`src/rtl/mem_pkg.sv`:
```
// Shared types and helpers for the MEM access stage: op codes, FSM states,
// and op classification used by the stage and its lane formatter.
package mem_pkg;

    localparam int unsigned OP_W   = 4;
    localparam int unsigned DATA_W = 32;
    localparam int unsigned RD_W   = 5;
    localparam int unsigned MASK_W = 4;

    localparam logic [MASK_W-1:0] FULL_MASK = 4'b1111;

    typedef enum logic [OP_W-1:0] {
        OP_NONE = 4'd0,
        OP_LB   = 4'd1,
        OP_LBU  = 4'd2,
        OP_LH   = 4'd3,
        OP_LHU  = 4'd4,
        OP_LW   = 4'd5,
        OP_SB   = 4'd6,
        OP_SH   = 4'd7,
        OP_SW   = 4'd8
    } mem_op_e;

    typedef enum logic [2:0] {
        ST_IDLE = 3'd0,
        ST_RD0  = 3'd1,
        ST_RD1  = 3'd2,
        ST_WR   = 3'd3,
        ST_OUT  = 3'd4
    } mem_state_e;

    function automatic logic is_load(input logic [OP_W-1:0] op);
        return (op == OP_LB) || (op == OP_LBU) || (op == OP_LH) ||
               (op == OP_LHU) || (op == OP_LW);
    endfunction

    function automatic logic is_sub_store(input logic [OP_W-1:0] op);
        return (op == OP_SB) || (op == OP_SH);
    endfunction

    function automatic logic is_mem(input logic [OP_W-1:0] op);
        return is_load(op) || is_sub_store(op) || (op == OP_SW);
    endfunction

    // Halfword ops need addr[0]==0, word ops need addr[1:0]==0; bytes never fault.
    function automatic logic is_misaligned(input logic [OP_W-1:0] op,
                                           input logic [1:0]      addr_lo);
        logic mis;
        mis = 1'b0;
        case (op)
            OP_LH, OP_LHU, OP_SH: mis = addr_lo[0];
            OP_LW, OP_SW:         mis = (addr_lo != 2'b00);
            default:              mis = 1'b0;
        endcase
        return mis;
    endfunction

endpackage

```
`src/rtl/mem_access_stage_if.sv`:
```
// Bundle of the upstream, downstream and data-memory signals of the MEM stage.
interface mem_access_stage_if;
    import mem_pkg::*;

    logic                in_valid;
    logic                in_ready;
    logic [OP_W-1:0]     in_op;
    logic [DATA_W-1:0]   in_addr;
    logic [DATA_W-1:0]   in_wdata;
    logic [RD_W-1:0]     in_rd;
    logic                in_wen;

    logic                out_valid;
    logic                out_ready;
    logic [DATA_W-1:0]   out_data;
    logic [RD_W-1:0]     out_rd;
    logic                out_wen;
    logic                out_misalign;

    logic                dm_ce;
    logic                dm_we;
    logic                dm_memRr;
    logic [DATA_W-1:0]   dm_addr;
    logic [DATA_W-1:0]   dm_wtData;
    logic [MASK_W-1:0]   dm_w_mask;
    logic [MASK_W-1:0]   dm_r_mask;
    logic [DATA_W-1:0]   dm_rdData;

    modport master (
        output in_valid, in_op, in_addr, in_wdata, in_rd, in_wen,
        input  in_ready,
        input  out_valid, out_data, out_rd, out_wen, out_misalign,
        output out_ready,
        input  dm_ce, dm_we, dm_memRr, dm_addr, dm_wtData, dm_w_mask, dm_r_mask,
        output dm_rdData
    );

    modport slave (
        input  in_valid, in_op, in_addr, in_wdata, in_rd, in_wen,
        output in_ready,
        output out_valid, out_data, out_rd, out_wen, out_misalign,
        input  out_ready,
        output dm_ce, dm_we, dm_memRr, dm_addr, dm_wtData, dm_w_mask, dm_r_mask,
        input  dm_rdData
    );

endinterface

```
`src/rtl/mem_lane_fmt.sv`:
```
// Lane handling for sub-word accesses: load extract/extend and store merge
// into the word read back from memory (little-endian lanes).
module mem_lane_fmt
    import mem_pkg::*;
(
    input  logic [OP_W-1:0]   op,
    input  logic [1:0]        addr_lo,
    input  logic [DATA_W-1:0] rdata,
    input  logic [15:0]       wdata,
    output logic [DATA_W-1:0] load_data,
    output logic [DATA_W-1:0] merge_data
);

    logic [7:0]  sel_byte;
    logic [15:0] sel_half;

    always_comb begin
        sel_byte = rdata[{addr_lo, 3'b000} +: 8];
        sel_half = addr_lo[1] ? rdata[31:16] : rdata[15:0];

        load_data = '0;
        case (op)
            OP_LB:   load_data = {{24{sel_byte[7]}}, sel_byte};
            OP_LBU:  load_data = {24'd0, sel_byte};
            OP_LH:   load_data = {{16{sel_half[15]}}, sel_half};
            OP_LHU:  load_data = {16'd0, sel_half};
            OP_LW:   load_data = rdata;
            default: load_data = '0;
        endcase

        merge_data = rdata;
        if (op == OP_SB) begin
            merge_data[{addr_lo, 3'b000} +: 8] = wdata[7:0];
        end else if (op == OP_SH) begin
            merge_data[{addr_lo[1], 4'b0000} +: 16] = wdata;
        end
    end

endmodule

```
`src/rtl/mem_access_stage.sv`:
```
// MEM pipeline stage: sequences the two-edge synchronous data-memory read and
// write port, handles sub-word loads/stores, and hands results to MEM/WB.
module mem_access_stage
    import mem_pkg::*;
#(
    parameter int unsigned ADDR_W = 10
) (
    input  logic               clk,
    input  logic               rst_n,
    mem_access_stage_if.slave  bus
);

    mem_state_e          state;
    logic [OP_W-1:0]     op_q;
    logic [DATA_W-1:0]   addr_q;
    logic [DATA_W-1:0]   wdata_q;
    logic [RD_W-1:0]     rd_q;

    logic                ce_q;
    logic                we_q;
    logic                rr_q;
    logic [DATA_W-1:0]   daddr_q;
    logic                ov_q;
    logic                owen_q;
    logic                omis_q;

    logic                in_ready_c;
    logic                accept;
    logic [DATA_W-1:0]   word_idx;
    logic [DATA_W-1:0]   load_data;
    logic [DATA_W-1:0]   merge_data;
    logic [DATA_W-1:0]   out_data_c;
    logic [DATA_W-1:0]   wtdata_c;

    assign in_ready_c = (state == ST_IDLE) || ((state == ST_OUT) && bus.out_ready);
    assign accept     = bus.in_valid && in_ready_c;
    assign word_idx   = DATA_W'(bus.in_addr[ADDR_W+1:2]);

    mem_lane_fmt u_lane_fmt (
        .op         (op_q),
        .addr_lo    (addr_q[1:0]),
        .rdata      (bus.dm_rdData),
        .wdata      (wdata_q[15:0]),
        .load_data  (load_data),
        .merge_data (merge_data)
    );

    // FSM with registered memory-side and result-side controls.
    always_ff @(posedge clk or negedge rst_n) begin
        if (!rst_n) begin
            state   <= ST_IDLE;
            op_q    <= '0;
            addr_q  <= '0;
            wdata_q <= '0;
            rd_q    <= '0;
            ce_q    <= 1'b0;
            we_q    <= 1'b0;
            rr_q    <= 1'b0;
            daddr_q <= '0;
            ov_q    <= 1'b0;
            owen_q  <= 1'b0;
            omis_q  <= 1'b0;
        end else if (accept) begin
            op_q    <= bus.in_op;
            addr_q  <= bus.in_addr;
            wdata_q <= bus.in_wdata;
            rd_q    <= bus.in_rd;
            ce_q    <= 1'b0;
            we_q    <= 1'b0;
            rr_q    <= 1'b0;
            daddr_q <= '0;
            ov_q    <= 1'b0;
            owen_q  <= 1'b0;
            omis_q  <= 1'b0;
            if (is_misaligned(bus.in_op, bus.in_addr[1:0])) begin
                state  <= ST_OUT;
                ov_q   <= 1'b1;
                omis_q <= 1'b1;
            end else if (!is_mem(bus.in_op)) begin
                state  <= ST_OUT;
                ov_q   <= 1'b1;
                owen_q <= bus.in_wen;
            end else if (bus.in_op == OP_SW) begin
                state   <= ST_WR;
                ce_q    <= 1'b1;
                we_q    <= 1'b1;
                daddr_q <= word_idx;
            end else begin
                state   <= ST_RD0;
                ce_q    <= 1'b1;
                rr_q    <= 1'b1;
                daddr_q <= word_idx;
            end
        end else begin
            case (state)
                ST_RD0: state <= ST_RD1;
                ST_RD1: begin
                    rr_q <= 1'b0;
                    if (is_sub_store(op_q)) begin
                        state <= ST_WR;
                        we_q  <= 1'b1;
                    end else begin
                        state   <= ST_OUT;
                        ce_q    <= 1'b0;
                        daddr_q <= '0;
                        ov_q    <= 1'b1;
                        owen_q  <= 1'b1;
                    end
                end
                ST_WR: begin
                    state   <= ST_OUT;
                    ce_q    <= 1'b0;
                    we_q    <= 1'b0;
                    daddr_q <= '0;
                    ov_q    <= 1'b1;
                    owen_q  <= 1'b0;
                end
                ST_OUT: begin
                    if (bus.out_ready) begin
                        state  <= ST_IDLE;
                        ov_q   <= 1'b0;
                        owen_q <= 1'b0;
                        omis_q <= 1'b0;
                    end
                end
                default: state <= ST_IDLE;
            endcase
        end
    end

    // Load result and store merge read dm_rdData directly; it holds while dm_ce is low.
    always_comb begin
        out_data_c = '0;
        if ((state == ST_OUT) && !omis_q) begin
            if (is_load(op_q)) begin
                out_data_c = load_data;
            end else if (!is_mem(op_q)) begin
                out_data_c = addr_q;
            end
        end
        wtdata_c = '0;
        if (state == ST_WR) begin
            wtdata_c = (op_q == OP_SW) ? wdata_q : merge_data;
        end
    end

    assign bus.in_ready     = in_ready_c;
    assign bus.out_valid    = ov_q;
    assign bus.out_data     = out_data_c;
    assign bus.out_rd       = rd_q;
    assign bus.out_wen      = owen_q;
    assign bus.out_misalign = omis_q;
    assign bus.dm_ce        = ce_q;
    assign bus.dm_we        = we_q;
    assign bus.dm_memRr     = rr_q;
    assign bus.dm_addr      = daddr_q;
    assign bus.dm_wtData    = wtdata_c;
    assign bus.dm_w_mask    = FULL_MASK;
    assign bus.dm_r_mask    = FULL_MASK;

endmodule

```
`src/flat_wrapper.sv`:
```
// flat-port wrapper written by rule: the top's interface ports become plain ports
module mem_access_stage_flat import mem_pkg::*;
#(
    parameter int unsigned ADDR_W = 10
)
  (clk, rst_n, bus_in_valid, bus_in_op, bus_in_addr, bus_in_wdata, bus_in_rd, bus_in_wen, bus_in_ready, bus_out_valid, bus_out_data, bus_out_rd, bus_out_wen, bus_out_misalign, bus_out_ready, bus_dm_ce, bus_dm_we, bus_dm_memRr, bus_dm_addr, bus_dm_wtData, bus_dm_w_mask, bus_dm_r_mask, bus_dm_rdData);
  mem_access_stage_if bus_i ();
  input  logic clk;
  input  logic rst_n;
  input wire logic [$bits(bus_i.in_valid)-1:0] bus_in_valid;
  input wire logic [$bits(bus_i.in_op)-1:0] bus_in_op;
  input wire logic [$bits(bus_i.in_addr)-1:0] bus_in_addr;
  input wire logic [$bits(bus_i.in_wdata)-1:0] bus_in_wdata;
  input wire logic [$bits(bus_i.in_rd)-1:0] bus_in_rd;
  input wire logic [$bits(bus_i.in_wen)-1:0] bus_in_wen;
  output wire logic [$bits(bus_i.in_ready)-1:0] bus_in_ready;
  output wire logic [$bits(bus_i.out_valid)-1:0] bus_out_valid;
  output wire logic [$bits(bus_i.out_data)-1:0] bus_out_data;
  output wire logic [$bits(bus_i.out_rd)-1:0] bus_out_rd;
  output wire logic [$bits(bus_i.out_wen)-1:0] bus_out_wen;
  output wire logic [$bits(bus_i.out_misalign)-1:0] bus_out_misalign;
  input wire logic [$bits(bus_i.out_ready)-1:0] bus_out_ready;
  output wire logic [$bits(bus_i.dm_ce)-1:0] bus_dm_ce;
  output wire logic [$bits(bus_i.dm_we)-1:0] bus_dm_we;
  output wire logic [$bits(bus_i.dm_memRr)-1:0] bus_dm_memRr;
  output wire logic [$bits(bus_i.dm_addr)-1:0] bus_dm_addr;
  output wire logic [$bits(bus_i.dm_wtData)-1:0] bus_dm_wtData;
  output wire logic [$bits(bus_i.dm_w_mask)-1:0] bus_dm_w_mask;
  output wire logic [$bits(bus_i.dm_r_mask)-1:0] bus_dm_r_mask;
  input wire logic [$bits(bus_i.dm_rdData)-1:0] bus_dm_rdData;
  assign bus_i.in_valid = bus_in_valid;
  assign bus_i.in_op = bus_in_op;
  assign bus_i.in_addr = bus_in_addr;
  assign bus_i.in_wdata = bus_in_wdata;
  assign bus_i.in_rd = bus_in_rd;
  assign bus_i.in_wen = bus_in_wen;
  assign bus_in_ready = bus_i.in_ready;
  assign bus_out_valid = bus_i.out_valid;
  assign bus_out_data = bus_i.out_data;
  assign bus_out_rd = bus_i.out_rd;
  assign bus_out_wen = bus_i.out_wen;
  assign bus_out_misalign = bus_i.out_misalign;
  assign bus_i.out_ready = bus_out_ready;
  assign bus_dm_ce = bus_i.dm_ce;
  assign bus_dm_we = bus_i.dm_we;
  assign bus_dm_memRr = bus_i.dm_memRr;
  assign bus_dm_addr = bus_i.dm_addr;
  assign bus_dm_wtData = bus_i.dm_wtData;
  assign bus_dm_w_mask = bus_i.dm_w_mask;
  assign bus_dm_r_mask = bus_i.dm_r_mask;
  assign bus_i.dm_rdData = bus_dm_rdData;
  mem_access_stage #(.ADDR_W(ADDR_W)) u_core (.clk(clk), .rst_n(rst_n), .bus(bus_i));
endmodule
```
`config.mk`:
```
export PLATFORM = sky130hd
export DESIGN_NAME = mem_access_stage_flat
export DESIGN_NICKNAME = d
export VERILOG_FILES = /design/src/rtl/mem_pkg.sv /design/src/rtl/mem_access_stage_if.sv /design/src/rtl/mem_lane_fmt.sv /design/src/rtl/mem_access_stage.sv /design/src/flat_wrapper.sv
export SDC_FILE = /design/constraint.sdc
export NUM_CORES = 1
export LEC_CHECK = 0
export CAP_MARGIN = 5
export CORE_UTILIZATION = 41
export CTS_CLUSTER_SIZE = 8
export DETAILED_ROUTE_END_ITERATION = 16
export HOLD_SLACK_MARGIN = 0.06
export PLACE_DENSITY = 0.88
export SLEW_MARGIN = 30
export SYNTH_ARGS = -nofsm -noshare
export SYNTH_HDL_FRONTEND = slang
export SYNTH_SLANG_ARGS = --single-unit
```
`constraint.sdc`:
```
create_clock -name clk -period 2.5 [get_ports clk]
set_clock_uncertainty 0.15 [all_clocks]
set_input_delay 0.375 -clock clk [delete_from_list [all_inputs] [get_ports clk]]
set_output_delay 0.375 -clock clk [all_outputs]
set_load 0.05 [all_outputs]
```
# Word-level counts from Yosys, hierarchy flattened
# Index checks and enable logic that the tools add are counted.
[totals]
register_bits = 114
in_bits = 110
output_inout_bits = 116
elab_cells = 128
[op_classes]
add_sub_neg = 2
n_eq_ne = 23
n_shift = 5
n_mux = 54
reduce_logical = 32
[ops]
columns = ["op", "count"]
rows = [
  ["two-way mux 32 bit", 10],
  ["case mux 32 bit (5 select lines)", 1],
  ["bitwise mux 32 bit", 2],
  ["case mux 32 bit (2 select lines)", 1],
  ["equality test 4 x 3 -> 1 bit (second input constant)", 8],
  ["variable shift 16 x 7 -> 32 bit (first input constant)", 1],
  ["variable shift 8 x 7 -> 32 bit (first input constant)", 1],
  ["variable part select 16 x 7 -> 32 bit", 1],
  ["variable part select 32 x 6 -> 8 bit", 1],
  ["variable part select 8 x 7 -> 32 bit", 1],
  ["two-way mux 1 bit", 26],
  ["equality test 4 x 2 -> 1 bit (second input constant)", 4],
  ["two-way mux 16 bit", 1],
  ["logical OR 1 bit", 15],
  ["two-way mux 3 bit", 5],
  ["negation 5 -> 7 bit", 2],
  ["case mux 3 bit (4 select lines)", 1],
  ["two-way mux 10 bit", 1],
  ["equality test 4 x 1 -> 1 bit (second input constant)", 2],
  ["equality test 4 bit (second input constant)", 2],
  ["nonzero test 2 bit", 4],
  ["equality test 3 x 2 -> 1 bit (second input constant)", 2],
  ["inequality test 3 x 2 -> 1 bit (second input constant)", 2],
  ["case mux 1 bit (2 select lines)", 3],
  ["14 further kinds", 19],
]

# Longest topological paths before layout
# Gate-level depths: netlist (run 1).
[logic_depth]
depth_word = 10
depth_mapped = 7
depth_no_buf = 6

# By module
# A second synthesis (run 1) with hierarchy kept.
[hier_totals]
cells_unflattened = 848
hier_area_um2 = 6381.1
[modules_own_cells]
columns = ["module", "instances", "cells_per_inst", "area_each_um2", "seq_area_each_um2"]
rows = [
  ["mem_access_stage", 1, 624, 4825.9, 2302.2],
  ["mem_lane_fmt", 1, 224, 1555.2, 0.0],
]

# Least setup slack after synthesis (run 1)
# OpenSTA, ideal clock, no wires.
[synth_timing]
kind = "register to output"
startpoint = "reg u_core.op_q[0]"
endpoint = "out bus_out_data[15]"
t_arrival_ps = 2681
required_time_ps = 1975
path_slack_ps = -706
stages_incl_launch_ff = 6
path_buffers = 1
path_cell_list = "dfrtp_1 buf_2 or3b_1 a21oi_2 nand3b_1 a311oi_1"
[synth_between]
elab_chain_cells = 10
word_cells_on_any_way = 19
cone_classes = "8 x eq/ne; 4 x mux; 7 x reduce/logical"
[synth_rtl]
columns = ["element", "line_no", "rtl"]
rows = [
  ["start: declaration", "mem_access_stage.sv:14", "logic [OP_W-1:0] op_q;"],
  ["start signal: assignment", "mem_access_stage.sv:64", "op_q <= bus.in_op;"],
  ["equality test 4 x 1 -> 1 bit / equality test 4 x 2 -> 1 bit (equally long branches)", "mem_pkg.sv:33, mem_lane_fmt.sv:22", ""],
  ["logical OR 1 bit (3 in series)", "mem_pkg.sv:33", "return (op == OP_LB) || (op == OP_LBU) || (op == OP_LH) ||"],
  ["logical OR 1 bit", "mem_pkg.sv:34", "(op == OP_LHU) || (op == OP_LW);"],
  ["logical OR 1 bit (2 in series)", "mem_pkg.sv:42", "return is_load(op) || is_sub_store(op) || (op == OP_SW);"],
  ["two-way mux 32 bit", "mem_access_stage.sv:137", "end else if (!is_mem(op_q)) begin"],
  ["two-way mux 32 bit *", "mem_access_stage.sv:135", "if (is_load(op_q)) begin"],
  ["two-way mux 32 bit *", "mem_access_stage.sv:134", "if ((state == ST_OUT) && !omis_q) begin"],
  ["end: declaration", "flat_wrapper.sv:18", "output wire logic [$bits(bus_i.out_data)-1:0] bus_out_data;"],
]
# Mark *: on every way between the ends. The rest lies on a longest branch, timed or not.

# Worst setup path in the final report (run 1)
[layout_timing]
startpoint = "reg u_core.addr_q[0]"
endpoint = "out bus_out_data[27]"
[layout_between]
elab_chain_cells = 4
[layout_rtl]
columns = ["element", "line_no", "rtl"]
rows = [
  ["start: declaration", "mem_access_stage.sv:15", "logic [DATA_W-1:0] addr_q;"],
  ["start signal: assignment", "mem_access_stage.sv:65", "addr_q <= bus.in_addr;"],
  ["variable part select 32 x 6 -> 8 bit", "mem_lane_fmt.sv:18", "sel_byte = rdata[{addr_lo, 3'b000} +: 8];"],
  ["case mux 32 bit (5 select lines)", "mem_lane_fmt.sv:22", "case (op)"],
  ["two-way mux 32 bit", "mem_access_stage.sv:135", ""],
  ["two-way mux 32 bit", "mem_access_stage.sv:134", ""],
]
# Every way passes these cells.

==> results of run 1 <==
-- worst paths after layout --
| path | endpoint | slack, ns | startpoint |
|---|---|---|---|
| worst max-delay path | bus_out_data[27] | -0.44 | u_core.addr_q[0]$_DFFE_PN0P_ |
| worst min-delay path | u_core.bus.out_rd[4]$_DFFE_PN0P_ | 0.33 | u_core.bus.out_rd[4]$_DFFE_PN0P_ |
| worst max register to register | u_core.state[2]$_DFFE_PN0P_ | 0.50 | u_core.op_q[3]$_DFFE_PN0P_ |
| worst min register to register | u_core.bus.out_rd[4]$_DFFE_PN0P_ | 0.33 | u_core.bus.out_rd[4]$_DFFE_PN0P_ |
| max in group asynchronous | u_core.op_q[1]$_DFFE_PN0P_ | 1.13 | rst_n |
| min in group asynchronous | u_core.bus.dm_addr[7]$_DFFE_PN0P_ | 0.37 | rst_n |
-- metrics by stage --
stage	instance area [um2]	TNS, ns	util
floorplan	6770	-4.99	-
global placement	9180	-5.69	0.629
detailed placement	9180	-7.22	0.629
CTS	10700	-20.51	0.732
global route	10900	-24.90	0.745
finish	10900	-21.42	0.745
-- flip-flops by register name (all words and copies together), names as in the netlist --
register / count
u_core.addr_q: 32
u_core.bus.dm_addr: 10
u_core.bus.dm_ce: 1
u_core.bus.dm_memRr: 1
u_core.bus.dm_we: 1
u_core.bus.out_misalign: 1
u_core.bus.out_rd: 5
u_core.bus.out_valid: 1
u_core.bus.out_wen: 1
u_core.op_q: 4
u_core.state: 3
u_core.wdata_q: 32
-- area by class of cell --
class	count	share of cell area
clock inverters	6	0.00657
inverters	4	0.00276
repair buffers	338	0.330
multi-input cells	599	0.406
well taps	184	0.0212
clock buffers	10	0.0211
flip-flops and latches	92	0.212
-- layer usage --
metal	vias to the layer above	GRT usage
met2	509	0.552
li1	3192	-
met5	-	0
met1	3536	0.410
met4	2	0.184
met3	136	0.0911
-- critical path, delay by kind of cell (launching register included) --
kind	cells	cell delay [ns]
buffers and inverters	4	0.68
flip-flops	1	0.39
AO/OA/AOI/OAI	3	0.63
multiplexers	1	0.34
-- what timing repair did --
item | 4_1_cts | 5_1_grt
pin swaps | 69 | 30
resized for setup | 193 | 38
endpoints found under the setup margin | 64 | 64
cloned | 7 | 0
buffers inserted | 29 | 14
hold endpoints to repair | 37 | 0
hold buffers | 1 | 0
-- cell families after synthesis --
kind of cell    after synthesis  share of synthesized area
simple gates                341                      0.250
buf+inv                      90                     0.0868
other cells                   2                    0.00122
xor+xnor                      2                    0.00285
mux                          20                     0.0368
fa+ha+maj                     5                     0.0102
compound gates              201                      0.239
flops                        92                      0.374
-- power groups by stage --
stage	registers, uW	logic (uW)	clock network (uW)
3_5_place_dp	2650	7370	0
5_1_grt	2800	10100	1520
3_3_place_gp	2630	7230	0
6_report	2740	9660	1440
2_1_floorplan	2980	4510	0
4_1_cts	2670	9180	1450
-- cell usage after synthesis, types with 4 or more instances --
master	count	area, um2
nand2_1	251	942
a221o_1	7	70.1
buf_2	15	75.1
buf_4	38	285
and3_1	9	56.3
and2_1	12	75.1
o21ai_0	30	150
dfrtp_1	92	2300
nand3_1	4	20.0
o221ai_1	9	78.8
a22o_1	19	166
clkbuf_1	24	90.1
a222oi_1	8	80.1
nand2b_1	5	31.3
a21o_1	9	67.6
a311oi_1	8	70.1
o221a_2	7	78.8
nor2b_1	5	31.3
a211oi_1	24	180
nor2_1	18	67.6
mux2i_1	17	170
ha_1	5	62.6
nand3b_1	6	45.0
a21oi_1	55	275
nor3_1	10	50.1
==> out/metrics.yaml, run 1 <==
status:
  status: "finished, violations left"
  failed_checks: "setup timing"
layout:
  drive_gt1_frac: 0.353
  final_cell_mix: "nand2_1, clkdlybuf4s50_1, dfrtp_1"
  nFillCells: 965
  fin_nets: 1159
  n_antenna_cell: 0
  multi_input_comb_area_um2: 4410
  regArea_um2: 2300
  fin_cells: 1233
  syn2layout_area_growth_pct: 76.4
  final_common_cell: "nand2_1"
synth:
  async_reset_ff_frac: 1.00
  synth_area_um2: 6160
  synth-edff-count: 0
  ys_ff_latch: 92
  synth_cell_type_count: 72
  synth_seq_area_share: 0.374
  syn_inst: 753
  synthFlopType: "dfrtp_1"
  synth_area_per_cell_um2: 8.18
  ys_warn_count: 0
critical_path:
  path_class: "reg2out"
  worstPathMaxFanout: 8
  reg2reg_depth: 6
  cpMaxStageDelayCell: "dfrtp_1"
  startpoint_type: "register"
  crit_path_end_kind: "primary output"
  max_stage_delay_ns: 0.39
  cpMostUsedCell: "buf_6"
  path_cells: "buf_6 -> mux2_4 -> o221a_4 -> a2111oi_4 -> buf_4 -> buf_12 -> a211oi_2 -> buf_6"
  worst_ep_required_time_ns: 1.98
  arrival_ns: 2.42
global_routing:
  overflow: 0
  grt_use_total: 0.340
  grt_max_degree: 56
  antenna_found_initial: 1
  grt_pass1_wl_um: 40900
  first_global_vias: 7401
worst_hold_path:
  min_path_cells: 2
  hold_path.class: "reg2reg"
floorplanning:
  core_um2: 14600
  die_w_um: 125
  start_util: 0.422
  die_area_um2: 15500
  ioPinCount: 226
  rows: 44
  die_y_um: 125
place:
  gp_congestion: 0.901
  numPlacedInstances: 1172
  place_ws_ns: -0.280
  dp_hpwl_um: 17600
  numPortBuffers: 195
drt:
  vias: 7375
  via_per_inst: 5.98
  route.met2.wl_um: 12900
  routedWlPerCell_um: 21.9
  ant_nets: 0
  routed.top_layer: "met5"
  met1_length_um: 9900
  drtIter0Drc: 887
  drc: 0
  wl_met3_um: 2810
  wl_um: 26900
  drt-pass1-iter-count: 12
cts:
  cts_htree_levels: 3
  cts_tree: "done"
  root_buffer: "clkbuf_16"
  clk_latency_ns: 0.36
  cts_buffers: 9
  clk_pin_slew_ns: 0.07
  clock-sinks: 92
  clockBufferDepth: 2
pwr:
  power.density_nw_per_um2: 1270
  swShare: 0.491
  power_uw: 13800
  switching_power_uw: 6790
  combinationalPowerShare: 0.698
  power.leakage_uw: 0.00479
  seqPwrFrac: 0.198
  irDropWorstVdd_v: 0.000634
  pwr-share-clk: 0.104
  internal_power_uw: 7050
timing:
  fin_crit_sh: 1.18
  maxSlewViolCount: 0
  hold_ws_ns: 0.325
  setup_viol: 64
  fin_crit_ns: 2.94
  rsz0062_at_grt: "true"
  worstMarginPinSlew_ns: 0.542
  setup_ws_ns: -0.440
  hold_viol: 0
  fmax_mhz: 340
  relSlewSlack: 0.638
flow_run:
  maxCapViolations: 0
(Power assumes the default switching activity.)
==> run 2, diff against run 1 <==
--- a/config.mk
+++ b/config.mk
@@ -5,7 +5,6 @@
 export SDC_FILE = /design/constraint.sdc
 export NUM_CORES = 1
 export LEC_CHECK = 0
-export CAP_MARGIN = 5
 export CORE_UTILIZATION = 41
 export CTS_CLUSTER_SIZE = 8
 export DETAILED_ROUTE_END_ITERATION = 16
==> results of run 2 <==
No change in the layout: final DEF, timing and power equal those of run 1.
==> run 3, diff against run 2 <==
--- a/config.mk
+++ b/config.mk
@@ -5,11 +5,12 @@
 export SDC_FILE = /design/constraint.sdc
 export NUM_CORES = 1
 export LEC_CHECK = 0
+export CORE_ASPECT_RATIO = 0.6
 export CORE_UTILIZATION = 41
 export CTS_CLUSTER_SIZE = 8
 export DETAILED_ROUTE_END_ITERATION = 16
 export HOLD_SLACK_MARGIN = 0.06
-export PLACE_DENSITY = 0.88
+export PLACE_DENSITY = 0.81
 export SLEW_MARGIN = 30
 export SYNTH_ARGS = -nofsm -noshare
 export SYNTH_HDL_FRONTEND = slang
==> out/metrics.yaml, run 3 (synthesis results as in run 1) <==
worst_hold_path:
  hold_path.class: "reg2reg"
cts:
  cts_buffers: 9
  clock-sinks: 92
  clk_latency_ns: 0.35
  root_buffer: "clkbuf_16"
  cts_tree: "done"
  clockBufferDepth: 2
  cts_htree_levels: 3
  clk_pin_slew_ns: 0.07
drt:
  drt-pass1-iter-count: 7
  routedWlPerCell_um: 21.9
  drtIter0Drc: 862
  drc: 0
  vias: 7228
  ant_nets: 0
  wl_um: 27000
  via_per_inst: 5.87
floorplanning:
  ioPinCount: 226
  die_y_um: 96.9
  die_area_um2: 15500
  die_w_um: 160
  rows: 34
  start_util: 0.422
  core_um2: 14600
layout:
  final_cell_mix: "nand2_1, clkdlybuf4s50_1, buf_6, dfrtp_1, buf_4"
  n_antenna_cell: 0
  fin_cells: 1231
  final_common_cell: "nand2_1"
  multi_input_comb_area_um2: 4420
  fin_nets: 1145
  nFillCells: 1002
  regArea_um2: 2310
  syn2layout_area_growth_pct: 73.6
  drive_gt1_frac: 0.340
critical_path:
  path_class: "reg2out"
  max_stage_delay_ns: 0.58
  worst_ep_required_time_ns: 1.98
  startpoint_type: "register"
  cpMostUsedCell: "buf_6"
  crit_path_end_kind: "primary output"
  worstPathMaxFanout: 5
  arrival_ns: 2.44
  cpMaxStageDelayCell: "a222oi_1"
  path_cells: "buf_6 -> buf_6 -> ha_1 -> nor2b_1 -> o21ai_4 -> a222oi_1 -> a21oi_4 -> buf_6"
timing:
  fmax_mhz: 337
  rsz0062_at_grt: "true"
  worstMarginPinSlew_ns: 0.622
  fin_crit_sh: 1.19
  setup_ws_ns: -0.469
  hold_viol: 0
  setup_viol: 64
  fin_crit_ns: 2.97
  tns_ns: -19.80
  relSlewSlack: 0.585
  maxSlewViolCount: 0
global_routing:
  antenna_found_initial: 0
  grt_max_degree: 45
  grt_use_total: 0.331
  grt_pass1_wl_um: 39600
  overflow: 0
  first_global_vias: 6961
place:
  gp_congestion: 0.946
  numPlacedInstances: 1180
  place_ws_ns: -0.317
  dp_hpwl_um: 18000
  numPortBuffers: 195
pwr:
  internal_power_uw: 6900
  swShare: 0.494
  power.density_nw_per_um2: 1280
  switching_power_uw: 6750
  seqPwrFrac: 0.204
  combinationalPowerShare: 0.694
  irDropWorstVdd_v: 0.000612
  pwr-share-clk: 0.102
  power_uw: 13700
  power.leakage_uw: 0.00470
status:
  failed_checks: "setup timing"
  status: "finished, violations left"
flow_run:
  maxCapViolations: 0
## run 3: path summary, 6_finish.rpt
| check | startpoint | slack, ns | cells after the start | to |
|---|---|---|---|---|
| min | u_core.wdata_q[27]$_DFFE_PN0P_ | 0.33 | 2 | u_core.wdata_q[27]$_DFFE_PN0P_ |
| max | u_core.addr_q[1]$_DFFE_PN0P_ | -0.47 | 8 | bus_dm_wtData[30] |
| min reg2reg | u_core.wdata_q[27]$_DFFE_PN0P_ | 0.33 | 2 | u_core.wdata_q[27]$_DFFE_PN0P_ |
| max reg2reg | u_core.state[1]$_DFFE_PN0P_ | 0.40 | 7 | u_core.bus.dm_addr[3]$_DFFE_PN0P_ |
| max in group asynchronous | rst_n | 1.17 | 3 | u_core.op_q[1]$_DFFE_PN0P_ |
| min in group asynchronous | rst_n | 0.36 | 2 | u_core.wdata_q[11]$_DFFE_PN0P_ |
## run 3: final cells by class
type,count,share of cell area
Tap cell,198,0.0232
Timing Repair Buffer,324,0.318
Sequential cell,92,0.216
Inverter,4,0.00211
Clock inverter,2,0.00328
Clock buffer,12,0.0240
Multi-Input combinational cell,599,0.414
## run 3: repair_timing
action	CTS	global route
setup buffers	29	6
hold endpoints to repair	27	0
gates resized for setup	176	52
hold buffers	1	0
setup endpoints to repair	64	64
cloned	4	1
pin swaps	50	24
## run 3: metal layers
metal  wire length (um)  up-vias  part of all wire  track usage
met2              11900      461              0.44        0.496
met1              11100     3524              0.41        0.462
met3               2890      102              0.11       0.0866
met4               1040        0             0.038        0.112
met5                  0        -                 0            0
li1                   -     3141                 -            -
## run 3: critical path: cells and delay by family (launching register included)
| kind | cells | cell delay, ns |
|---|---|---|
| adders and majority gates | 1 | 0.19 |
| and+or+nand+nor | 1 | 0.28 |
| DFF | 1 | 0.37 |
| buffers and inverters | 3 | 0.39 |
| AOI/OAI and AO/OA | 3 | 0.86 |
## run 3: power by group through the flow
stage	logic [uW]	registers, uW	clock network (uW)
after floorplan	4510	2980	0
after global placement	7200	2650	0
after detailed placement	7300	2680	0
after CTS	8710	2690	1410
after global routing	9900	2830	1460
final	9480	2780	1400
## run 3: metrics by stage
| stage | cell area [um2] | utilization | hold WS, ns |
|---|---|---|---|
| CTS | 10400 | 0.712 | 0.328 |
| global route | 10700 | 0.733 | 0.344 |
| finish | 10700 | 0.733 | 0.325 |
| global placement | 9140 | 0.626 | 0.180 |
| detailed placement | 9140 | 0.626 | 0.185 |
| floorplan | 6770 | - | -0.0706 |
